$ cat src/rtl/mem_port_arbiter_if.sv
// Bus bundle between the CPU/DMA requesters, the memory model and mem_port_arbiter.
// slave = arbiter view, master = requester/memory environment view.
interface mem_port_arbiter_if #(
  parameter int unsigned ADDR_W = 32,
  parameter int unsigned DATA_W = 32
);
  logic              cpu_req;
  logic              cpu_we;
  logic [ADDR_W-1:0] cpu_addr;
  logic [DATA_W-1:0] cpu_wdata;
  logic [DATA_W-1:0] cpu_rdata;
  logic              cpu_ack;
  logic              cpu_err;

  logic              dma_req;
  logic              dma_we;
  logic [ADDR_W-1:0] dma_addr;
  logic [DATA_W-1:0] dma_wdata;
  logic [DATA_W-1:0] dma_rdata;
  logic              dma_ack;
  logic              dma_err;

  logic              mem_read;
  logic              mem_write;
  logic [ADDR_W-1:0] mem_addr;
  logic [DATA_W-1:0] mem_wdata;
  logic [DATA_W-1:0] mem_rdata;
  logic              mem_ready;

  logic              grant;
  logic              busy;

  modport slave (
    input  cpu_req, cpu_we, cpu_addr, cpu_wdata,
    output cpu_rdata, cpu_ack, cpu_err,
    input  dma_req, dma_we, dma_addr, dma_wdata,
    output dma_rdata, dma_ack, dma_err,
    output mem_read, mem_write, mem_addr, mem_wdata,
    input  mem_rdata, mem_ready,
    output grant, busy
  );

  modport master (
    output cpu_req, cpu_we, cpu_addr, cpu_wdata,
    input  cpu_rdata, cpu_ack, cpu_err,
    output dma_req, dma_we, dma_addr, dma_wdata,
    input  dma_rdata, dma_ack, dma_err,
    input  mem_read, mem_write, mem_addr, mem_wdata,
    output mem_rdata, mem_ready,
    input  grant, busy
  );
endinterface

$ cat src/rtl/mem_port_arbiter.sv
// Two-requester (CPU, DMA) arbiter for the unified memory; one access at a time, timeout on MAX_WAIT.
// Define ARB_ROUND_ROBIN_EN for alternating tie-break; default is fixed CPU priority.
module mem_port_arbiter #(
  parameter int unsigned ADDR_W   = 32,
  parameter int unsigned DATA_W   = 32,
  parameter int unsigned MAX_WAIT = 15
) (
  input logic               clk,
  input logic               reset,
  mem_port_arbiter_if.slave bus
);

  typedef enum logic [1:0] {
    IDLE   = 2'd0,
    ACCESS = 2'd1,
    RESP   = 2'd2
  } state_t;

  // Counter holds the number of completed ACCESS cycles; timeout fires on the MAX_WAIT-th.
  localparam logic [7:0] LAST_WAIT = 8'(MAX_WAIT - 1);

  state_t            state;
  logic [7:0]        wait_cnt;

  logic              pick_dma;
  logic              we_sel;
  logic [ADDR_W-1:0] addr_sel;
  logic [DATA_W-1:0] wdata_sel;
  logic              access_done;
  logic              resp_err;
  logic [DATA_W-1:0] resp_data;

`ifdef ARB_ROUND_ROBIN_EN
  logic              last_grant;
`endif

  always_comb begin
    pick_dma = 1'b0;
`ifdef ARB_ROUND_ROBIN_EN
    if (bus.cpu_req && bus.dma_req) begin
      pick_dma = ~last_grant;
    end else begin
      pick_dma = bus.dma_req;
    end
`else
    pick_dma = ~bus.cpu_req;
`endif
    we_sel    = pick_dma ? bus.dma_we    : bus.cpu_we;
    addr_sel  = pick_dma ? bus.dma_addr  : bus.cpu_addr;
    wdata_sel = pick_dma ? bus.dma_wdata : bus.cpu_wdata;
  end

  // mem_ready on the timeout cycle still counts as a successful access.
  always_comb begin
    access_done = bus.mem_ready || (wait_cnt == LAST_WAIT);
    resp_err    = ~bus.mem_ready;
    resp_data   = (bus.mem_ready && bus.mem_read) ? bus.mem_rdata : '0;
  end

  always_ff @(posedge clk or negedge reset) begin
    if (!reset) begin
      state         <= IDLE;
      wait_cnt      <= '0;
      bus.mem_read  <= 1'b0;
      bus.mem_write <= 1'b0;
      bus.mem_addr  <= '0;
      bus.mem_wdata <= '0;
      bus.cpu_ack   <= 1'b0;
      bus.cpu_err   <= 1'b0;
      bus.cpu_rdata <= '0;
      bus.dma_ack   <= 1'b0;
      bus.dma_err   <= 1'b0;
      bus.dma_rdata <= '0;
      bus.grant     <= 1'b0;
      bus.busy      <= 1'b0;
`ifdef ARB_ROUND_ROBIN_EN
      last_grant    <= 1'b1;
`endif
    end else begin
      case (state)
        IDLE: begin
          if (bus.cpu_req || bus.dma_req) begin
            state         <= ACCESS;
            wait_cnt      <= '0;
            bus.grant     <= pick_dma;
            bus.mem_addr  <= addr_sel;
            bus.mem_wdata <= wdata_sel;
            bus.mem_read  <= ~we_sel;
            bus.mem_write <= we_sel;
            bus.busy      <= 1'b1;
`ifdef ARB_ROUND_ROBIN_EN
            last_grant    <= pick_dma;
`endif
          end
        end

        ACCESS: begin
          wait_cnt <= wait_cnt + 8'd1;
          if (access_done) begin
            state         <= RESP;
            bus.mem_read  <= 1'b0;
            bus.mem_write <= 1'b0;
            if (bus.grant) begin
              bus.dma_ack   <= 1'b1;
              bus.dma_err   <= resp_err;
              bus.dma_rdata <= resp_data;
            end else begin
              bus.cpu_ack   <= 1'b1;
              bus.cpu_err   <= resp_err;
              bus.cpu_rdata <= resp_data;
            end
          end
        end

        RESP: begin
          state         <= IDLE;
          wait_cnt      <= '0;
          bus.busy      <= 1'b0;
          bus.cpu_ack   <= 1'b0;
          bus.cpu_err   <= 1'b0;
          bus.cpu_rdata <= '0;
          bus.dma_ack   <= 1'b0;
          bus.dma_err   <= 1'b0;
          bus.dma_rdata <= '0;
        end

        default: begin
          state         <= IDLE;
          wait_cnt      <= '0;
          bus.mem_read  <= 1'b0;
          bus.mem_write <= 1'b0;
          bus.busy      <= 1'b0;
        end
      endcase
    end
  end

endmodule

$ cat src/flat_wrapper.sv
// flat-port wrapper written by rule: the top's interface ports become plain ports
module mem_port_arbiter_flat 
#(
  parameter int unsigned ADDR_W   = 32,
  parameter int unsigned DATA_W   = 32,
  parameter int unsigned MAX_WAIT = 15
)
  (clk, reset, bus_cpu_req, bus_cpu_we, bus_cpu_addr, bus_cpu_wdata, bus_cpu_rdata, bus_cpu_ack, bus_cpu_err, bus_dma_req, bus_dma_we, bus_dma_addr, bus_dma_wdata, bus_dma_rdata, bus_dma_ack, bus_dma_err, bus_mem_read, bus_mem_write, bus_mem_addr, bus_mem_wdata, bus_mem_rdata, bus_mem_ready, bus_grant, bus_busy);
  mem_port_arbiter_if #(.ADDR_W(ADDR_W), .DATA_W(DATA_W)) bus_i ();
  input logic clk;
  input logic reset;
  input wire logic [$bits(bus_i.cpu_req)-1:0] bus_cpu_req;
  input wire logic [$bits(bus_i.cpu_we)-1:0] bus_cpu_we;
  input wire logic [$bits(bus_i.cpu_addr)-1:0] bus_cpu_addr;
  input wire logic [$bits(bus_i.cpu_wdata)-1:0] bus_cpu_wdata;
  output wire logic [$bits(bus_i.cpu_rdata)-1:0] bus_cpu_rdata;
  output wire logic [$bits(bus_i.cpu_ack)-1:0] bus_cpu_ack;
  output wire logic [$bits(bus_i.cpu_err)-1:0] bus_cpu_err;
  input wire logic [$bits(bus_i.dma_req)-1:0] bus_dma_req;
  input wire logic [$bits(bus_i.dma_we)-1:0] bus_dma_we;
  input wire logic [$bits(bus_i.dma_addr)-1:0] bus_dma_addr;
  input wire logic [$bits(bus_i.dma_wdata)-1:0] bus_dma_wdata;
  output wire logic [$bits(bus_i.dma_rdata)-1:0] bus_dma_rdata;
  output wire logic [$bits(bus_i.dma_ack)-1:0] bus_dma_ack;
  output wire logic [$bits(bus_i.dma_err)-1:0] bus_dma_err;
  output wire logic [$bits(bus_i.mem_read)-1:0] bus_mem_read;
  output wire logic [$bits(bus_i.mem_write)-1:0] bus_mem_write;
  output wire logic [$bits(bus_i.mem_addr)-1:0] bus_mem_addr;
  output wire logic [$bits(bus_i.mem_wdata)-1:0] bus_mem_wdata;
  input wire logic [$bits(bus_i.mem_rdata)-1:0] bus_mem_rdata;
  input wire logic [$bits(bus_i.mem_ready)-1:0] bus_mem_ready;
  output wire logic [$bits(bus_i.grant)-1:0] bus_grant;
  output wire logic [$bits(bus_i.busy)-1:0] bus_busy;
  assign bus_i.cpu_req = bus_cpu_req;
  assign bus_i.cpu_we = bus_cpu_we;
  assign bus_i.cpu_addr = bus_cpu_addr;
  assign bus_i.cpu_wdata = bus_cpu_wdata;
  assign bus_cpu_rdata = bus_i.cpu_rdata;
  assign bus_cpu_ack = bus_i.cpu_ack;
  assign bus_cpu_err = bus_i.cpu_err;
  assign bus_i.dma_req = bus_dma_req;
  assign bus_i.dma_we = bus_dma_we;
  assign bus_i.dma_addr = bus_dma_addr;
  assign bus_i.dma_wdata = bus_dma_wdata;
  assign bus_dma_rdata = bus_i.dma_rdata;
  assign bus_dma_ack = bus_i.dma_ack;
  assign bus_dma_err = bus_i.dma_err;
  assign bus_mem_read = bus_i.mem_read;
  assign bus_mem_write = bus_i.mem_write;
  assign bus_mem_addr = bus_i.mem_addr;
  assign bus_mem_wdata = bus_i.mem_wdata;
  assign bus_i.mem_rdata = bus_mem_rdata;
  assign bus_i.mem_ready = bus_mem_ready;
  assign bus_grant = bus_i.grant;
  assign bus_busy = bus_i.busy;
  mem_port_arbiter #(.ADDR_W(ADDR_W), .DATA_W(DATA_W), .MAX_WAIT(MAX_WAIT)) u_core (.clk(clk), .reset(reset), .bus(bus_i));
endmodule
$ cat config.mk
export PLATFORM = sky130hd
export DESIGN_NAME = mem_port_arbiter_flat
export DESIGN_NICKNAME = d
export VERILOG_FILES = /design/src/rtl/mem_port_arbiter_if.sv /design/src/rtl/mem_port_arbiter.sv /design/src/flat_wrapper.sv
export SDC_FILE = /design/constraint.sdc
export NUM_CORES = 1
export LEC_CHECK = 0
export BUFFER_PORTS_ARGS = -buffer_cell sky130_fd_sc_hd__buf_4
export CORE_MARGIN = 2
export CORE_UTILIZATION = 35
export CTS_CLUSTER_DIAMETER = 120
export DETAILED_ROUTE_END_ITERATION = 7
export GPL_TIMING_DRIVEN = 1
export SLEW_MARGIN = 10
export SYNTH_ARGS = -nofsm -noshare
export SYNTH_HDL_FRONTEND = slang
export SYNTH_SLANG_ARGS = --single-unit
$ cat constraint.sdc
create_clock -name clk -period 4.2 [get_ports clk]
set_input_delay 0.21 -clock clk [delete_from_list [all_inputs] [get_ports clk]]
set_output_delay 0.21 -clock clk [all_outputs]
set_load 0.02 [all_outputs]
### Word-level counts from Yosys, hierarchy flattened

Index checks and enable logic that the tools add are counted.

| storage, ports and cells | value |
|---|---|
| register bits after elaboration | 146 |
| latch bits | 0 |
| RAM bits | 0 |
| memory bits (read-only) | 0 |
| bits of input ports | 167 |
| output and inout bits | 136 |
| logic and storage cells | 72 |
| memories kept | 0 |

| cells by class | value |
|---|---|
| add/subtract/negate cells | 1 |
| $mul | 0 |
| div/mod/pow operators | 0 |
| order comparisons | 0 |
| equal/unequal tests | 7 |
| shift-type cells | 0 |
| multiplexer cells | 34 |
| bitwise logic cells | 5 |
| reductions and logical operators | 11 |

Operators by type and width:

| cell | count |
|---|---|
| 32-bit two-way mux | 7 |
| 32-bit case mux with 2 select lines | 2 |
| 8-bit case mux with 2 select lines | 1 |
| 1-bit two-way mux | 13 |
| 1-bit case mux with 2 select lines | 5 |
| 3-bit AND reduction | 3 |
| 8-bit by 1-bit adder with 8-bit output, second input constant | 1 |
| 8-bit by 4-bit == test with 1-bit output, second input constant | 1 |
| 8-bit two-way mux | 1 |
| 2-bit by 1-bit inequality test with 1-bit output, second input constant | 3 |
| 1-bit case mux with 3 select lines | 2 |
| 2-bit AND reduction | 3 |
| 1-bit NOT | 5 |
| 2-bit two-way mux | 2 |
| 2-bit case mux with 2 select lines | 1 |
| 2-bit by 1-bit == test with 1-bit output, second input constant | 1 |
| 2-bit == test, second input constant | 1 |
| 2-bit logical NOT | 1 |
| 1-bit logical OR | 2 |
| 2-bit inequality test, second input constant | 1 |
| 2-bit nonzero test | 1 |
| 1-bit logical AND | 1 |

### Depth between registers and ports, before layout

| logic depth | value |
|---|---|
| word-level depth | 5 |
| gate-level depth with buffers | 7 |
| depth with buffers taken out | 6 |

### Worst setup path after synthesis

Ideal clock, no wire load.

| timing path | value |
|---|---|
| path kind | register -> register |
| start point | register u_core.wait_cnt[0] |
| end point | register u_core.bus.cpu_rdata[10] |
| setup time | 121 ps |
| data arrival time | 1,848 ps |
| required time | 4,079 ps |
| slack | 2,231 ps |
| stages on the path, launching flop included | 8 |
| buffers on the path | 1 |
| period minus slack after synthesis | 1,969 ps |
| cells stage by stage | dfrtp_1 > inv_1 > ha_1 > or4b_4 > o31ai_4 > a21oi_2 > buf_6 > a22o_1 |

| on the way | value |
|---|---|
| longest elaborated chain between the ends | 4 |

RTL lines:

| element | RTL line | text |
|---|---|---|
| start, declared | mem_port_arbiter.sv:23 | `logic [7:0] wait_cnt;` |
| start signal, assigned | mem_port_arbiter.sv:98 | `wait_cnt <= wait_cnt + 8'd1;` |
| 8-bit by 4-bit == test with 1-bit output | mem_port_arbiter.sv:55 | `access_done = bus.mem_ready \|\| (wait_cnt == LAST_WAIT);` |
| 1-bit logical OR | mem_port_arbiter.sv:55 |  |
| 2-bit by 1-bit inequality test with 1-bit output (no line) | - |  |
| 3-bit AND reduction (no line) | - |  |
| end signal, assigned | mem_port_arbiter.sv:110 | `bus.cpu_rdata <= resp_data;` |
| end, declared | mem_port_arbiter_if.sv:35 | `output cpu_rdata, cpu_ack, cpu_err,` |

No other way between the ends.
A chain may end at the register's enable or synchronous reset.

### Final worst setup path

| timing path | value |
|---|---|
| start point | register u_core.wait_cnt[0] |
| end point | register u_core.bus.dma_rdata[31] |

| on the way | value |
|---|---|
| longest elaborated chain between the ends | 4 |

RTL lines:

| element | RTL line | text |
|---|---|---|
| 8-bit by 4-bit == test with 1-bit output | mem_port_arbiter.sv:55 |  |
| 1-bit logical OR | mem_port_arbiter.sv:55 |  |
| 2-bit by 1-bit inequality test with 1-bit output (no line) | - |  |
| 3-bit AND reduction (no line) | - |  |
| end signal, assigned | mem_port_arbiter.sv:106 | `bus.dma_rdata <= resp_data;` |
| end, declared | mem_port_arbiter_if.sv:37 | `output dma_rdata, dma_ack, dma_err,` |

No other way between the ends.

==> reports/results.ini <==
[synth]
syn_nets=688
synthArstFlopShare_pct=100.0
ys.warnings.count=0
synthCells=519
yosysUniqueCellTypes=36
synthTopCellsByArea=dfrtp_1, mux2i_1, a22o_1
seq_area_frac_synth_pct=59.79
synth_top_cell_by_area=dfrtp_1
synth-edff-count=0
synth_seq_cells=146
syn_area_per_cell_um2=11.77
netlist_area_um2=6111
synth_top_area_share_pct=59.79
synth_ff_type=dfrtp_1

[worst_setup_path]
crit_path_start=u_core.wait_cnt[0]$_DFFE_PN0P_
timing.rr.start=u_core.wait_cnt[0]$_DFFE_PN0P_
critPathMaxFanout=32
critical_path.max_stage_delay_ps=480
cp.buffers_inverters=1
critPathRequiredTime_ps=4500
cp-end-kind=flop
cp_num_cells=6
critical_path_arrival_ps=2630
cp_slowest_cell=or4b_4
crit_type=reg -> reg
critPathTopFamily=compound AO/OA/AOI/OAI gates
worstPathCellList=inv_1 > ha_1 > or4b_4 > o31ai_4 > a31oi_4 > a22o_1
startpoint_type=flop
reg2reg_depth=6

[floorplanning]
die-area_um2=18530
initial_core_util_pct=35.58
die_w_um=136.1
io_pins=303
rows=48
core_um2=17180
die_y_um=136.1

[outcome]
status=finished, final reports clean

[finish]
area_growth_pct=49.82
nets=980
final_common_cell=buf_4
seq_area_um2=3654
fillers=1572
final_cell_mix=buf_4, dfrtp_1, o21ai_0
drive_gt1_share_pct=42.60
multi_input_area_um2=2262
diodes=0

[timing]
worst_slew_margin_rel_pct=27.73
layout_min_cycle_time_ps=2331
hold_viol_final=0
period_share_pct=55.50
drv_slew=0
worst_slew_pin_slew_ps=1074
rsz0062_at_grt=false
fmax_mhz=429.0
fin_hold_ws_ps=22.24
fin_tns_setup_ps=0
finalClockSkew_ps=7.793
setup_viol=0

[cts]
cts_tree=built
cts.clk_slew.worst_paths_ps=60
cts.sinks=146
cts_buffer_depth=2
root_buffer=clkbuf_16
cts_hold_buf=3
clock_latency_ps=420
cts_made_buffers=17
cts_setup_buffers=0
cts_repair_resize_count=0
h-tree-depth=4

[route]
dr.pass1.iters=5
wl_per_cell_um=17.20
wirelength_um=18050
wl_met3_um=1441
wl_met1_um=7253
ant_nets=0
drtIter0Drc=185
via_per_inst=4.884
top_layer=met4
dr_total_vias=5123
drc_errors=0
met2_wirelength_um=9055

[global_routing]
grt_pass1_vias=5100
grt_usage_pct=19.24
antenna_found_initial=0
grt_max_degree=121
grt-ovfl-total=0
grt_pass1_wl_um=27120

[hold_path]
hp-start=bus_mem_rdata[5]
whs_path_depth=2
hp-class=in -> reg

[run]
cap_viol_max_count=0

[power]
powerDensity_nw_per_um2=731.8
power_w=0.006700
peakVddDrop_mv=0.3251
p_leak_nw=4.748

[placement]
port_buffers=302
hpwl_um=13450
gp_congestion=0.7953

[power by group]
| group | internal (W) | switching (W) | leakage (nW) |
|---|---|---|---|
| clock | 0.000833 | 0.000630 | 0.279 |
| combinational | 0.00121 | 0.00164 | 2.57 |
| sequential | 0.00199 | 0.000397 | 1.90 |
| total | 0.00403 | 0.00267 | 4.75 |
[flip-flops by register name, summed over array words and instances, names as in the netlist]
| signal | count |
|---|---|
| u_core.bus.mem_write | 1 |
| u_core.bus.cpu_err | 1 |
| u_core.bus.mem_wdata | 32 |
| u_core.bus.dma_err | 1 |
| u_core.bus.busy | 1 |
| u_core.bus.mem_addr | 32 |
| u_core.bus.mem_read | 1 |
| u_core.bus.cpu_rdata | 32 |
| u_core.bus.grant | 1 |
| u_core.bus.dma_ack | 1 |
| u_core.state | 2 |
| u_core.bus.cpu_ack | 1 |
| u_core.wait_cnt | 8 |
| u_core.bus.dma_rdata | 32 |
[path summary, 6_finish.rpt]
check	endpoint	slack, ps
setup / recovery	u_core.bus.dma_rdata[31]$_DFFE_PN0P_	1870
min in group asynchronous	u_core.bus.dma_rdata[27]$_DFFE_PN0P_	370
max in group asynchronous	u_core.bus.mem_addr[11]$_DFFE_PN0P_	2790
setup reg to reg	u_core.bus.dma_rdata[31]$_DFFE_PN0P_	1870
hold / removal	u_core.bus.cpu_rdata[5]$_DFFE_PN0P_	20
hold reg to reg	u_core.bus.mem_wdata[27]$_DFFE_PN0P_	480
[stage by stage]
stage          cell area [um2]  utilization [%]  std cells  setup WS, ps
2_1_floorplan             6111                -        519          2231
3_3_place_gp              8552            49.79       1014          1898
3_5_place_dp              8552            49.79       1014          1831
4_1_cts                   9155            53.30       1049          1838
5_1_grt                   9155            53.30       1049          1740
6_report                  9155            53.30       1049          1869
[cell usage after synthesis (all sizes together) (2+ instances only)]
cell type  number
clkbuf         24
mux2i          65
buf            15
dfrtp         146
o21ai          82
a31oi           3
ha              2
nor2            6
nand4           5
a21oi           7
a22o           66
a21o            2
nor3            3
nand2b          2
nand2          70
o311a           2
inv             5
[worst register-to-register path: cells and delay by family (launching register included)]
kind	cells	cell delay (ps)
compound gates	3	1100
simple gates	1	480
buf+inv	1	80
fa+ha+maj	1	130
flops	1	430
[logic make-up (layout without fill, tap and decap cells)]
group                      count (synthesis)  after routing  share of synthesized area [%]
AOI/OAI and AO/OA                        166            166                          18.73
DFF                                      146            146                          59.79
and+or+nand+nor                           96             96                          6.880
muxes                                     65             65                          10.65
buffers and inverters                     44            349                          3.542
adders and majority gates                  2              2                         0.4094
[final cells by class]
| type | instances | area share (%) |
|---|---|---|
| flip-flops and latches | 146 | 39.91 |
| repair buffers | 312 | 25.84 |
| multi-input cells | 329 | 24.71 |
| clock buffers | 17 | 4.647 |
| well taps | 225 | 3.075 |
| clock inverters | 15 | 1.613 |
| inverters | 5 | 0.2050 |
[per-layer routing]
metal,vias up,GRT usage (%)
met5,-,0
met4,0,6.250
met3,20,6.227
met2,230,32.86
met1,2410,22.96
li1,2463,-
Note: power is estimated with default switching activity, not from simulation.
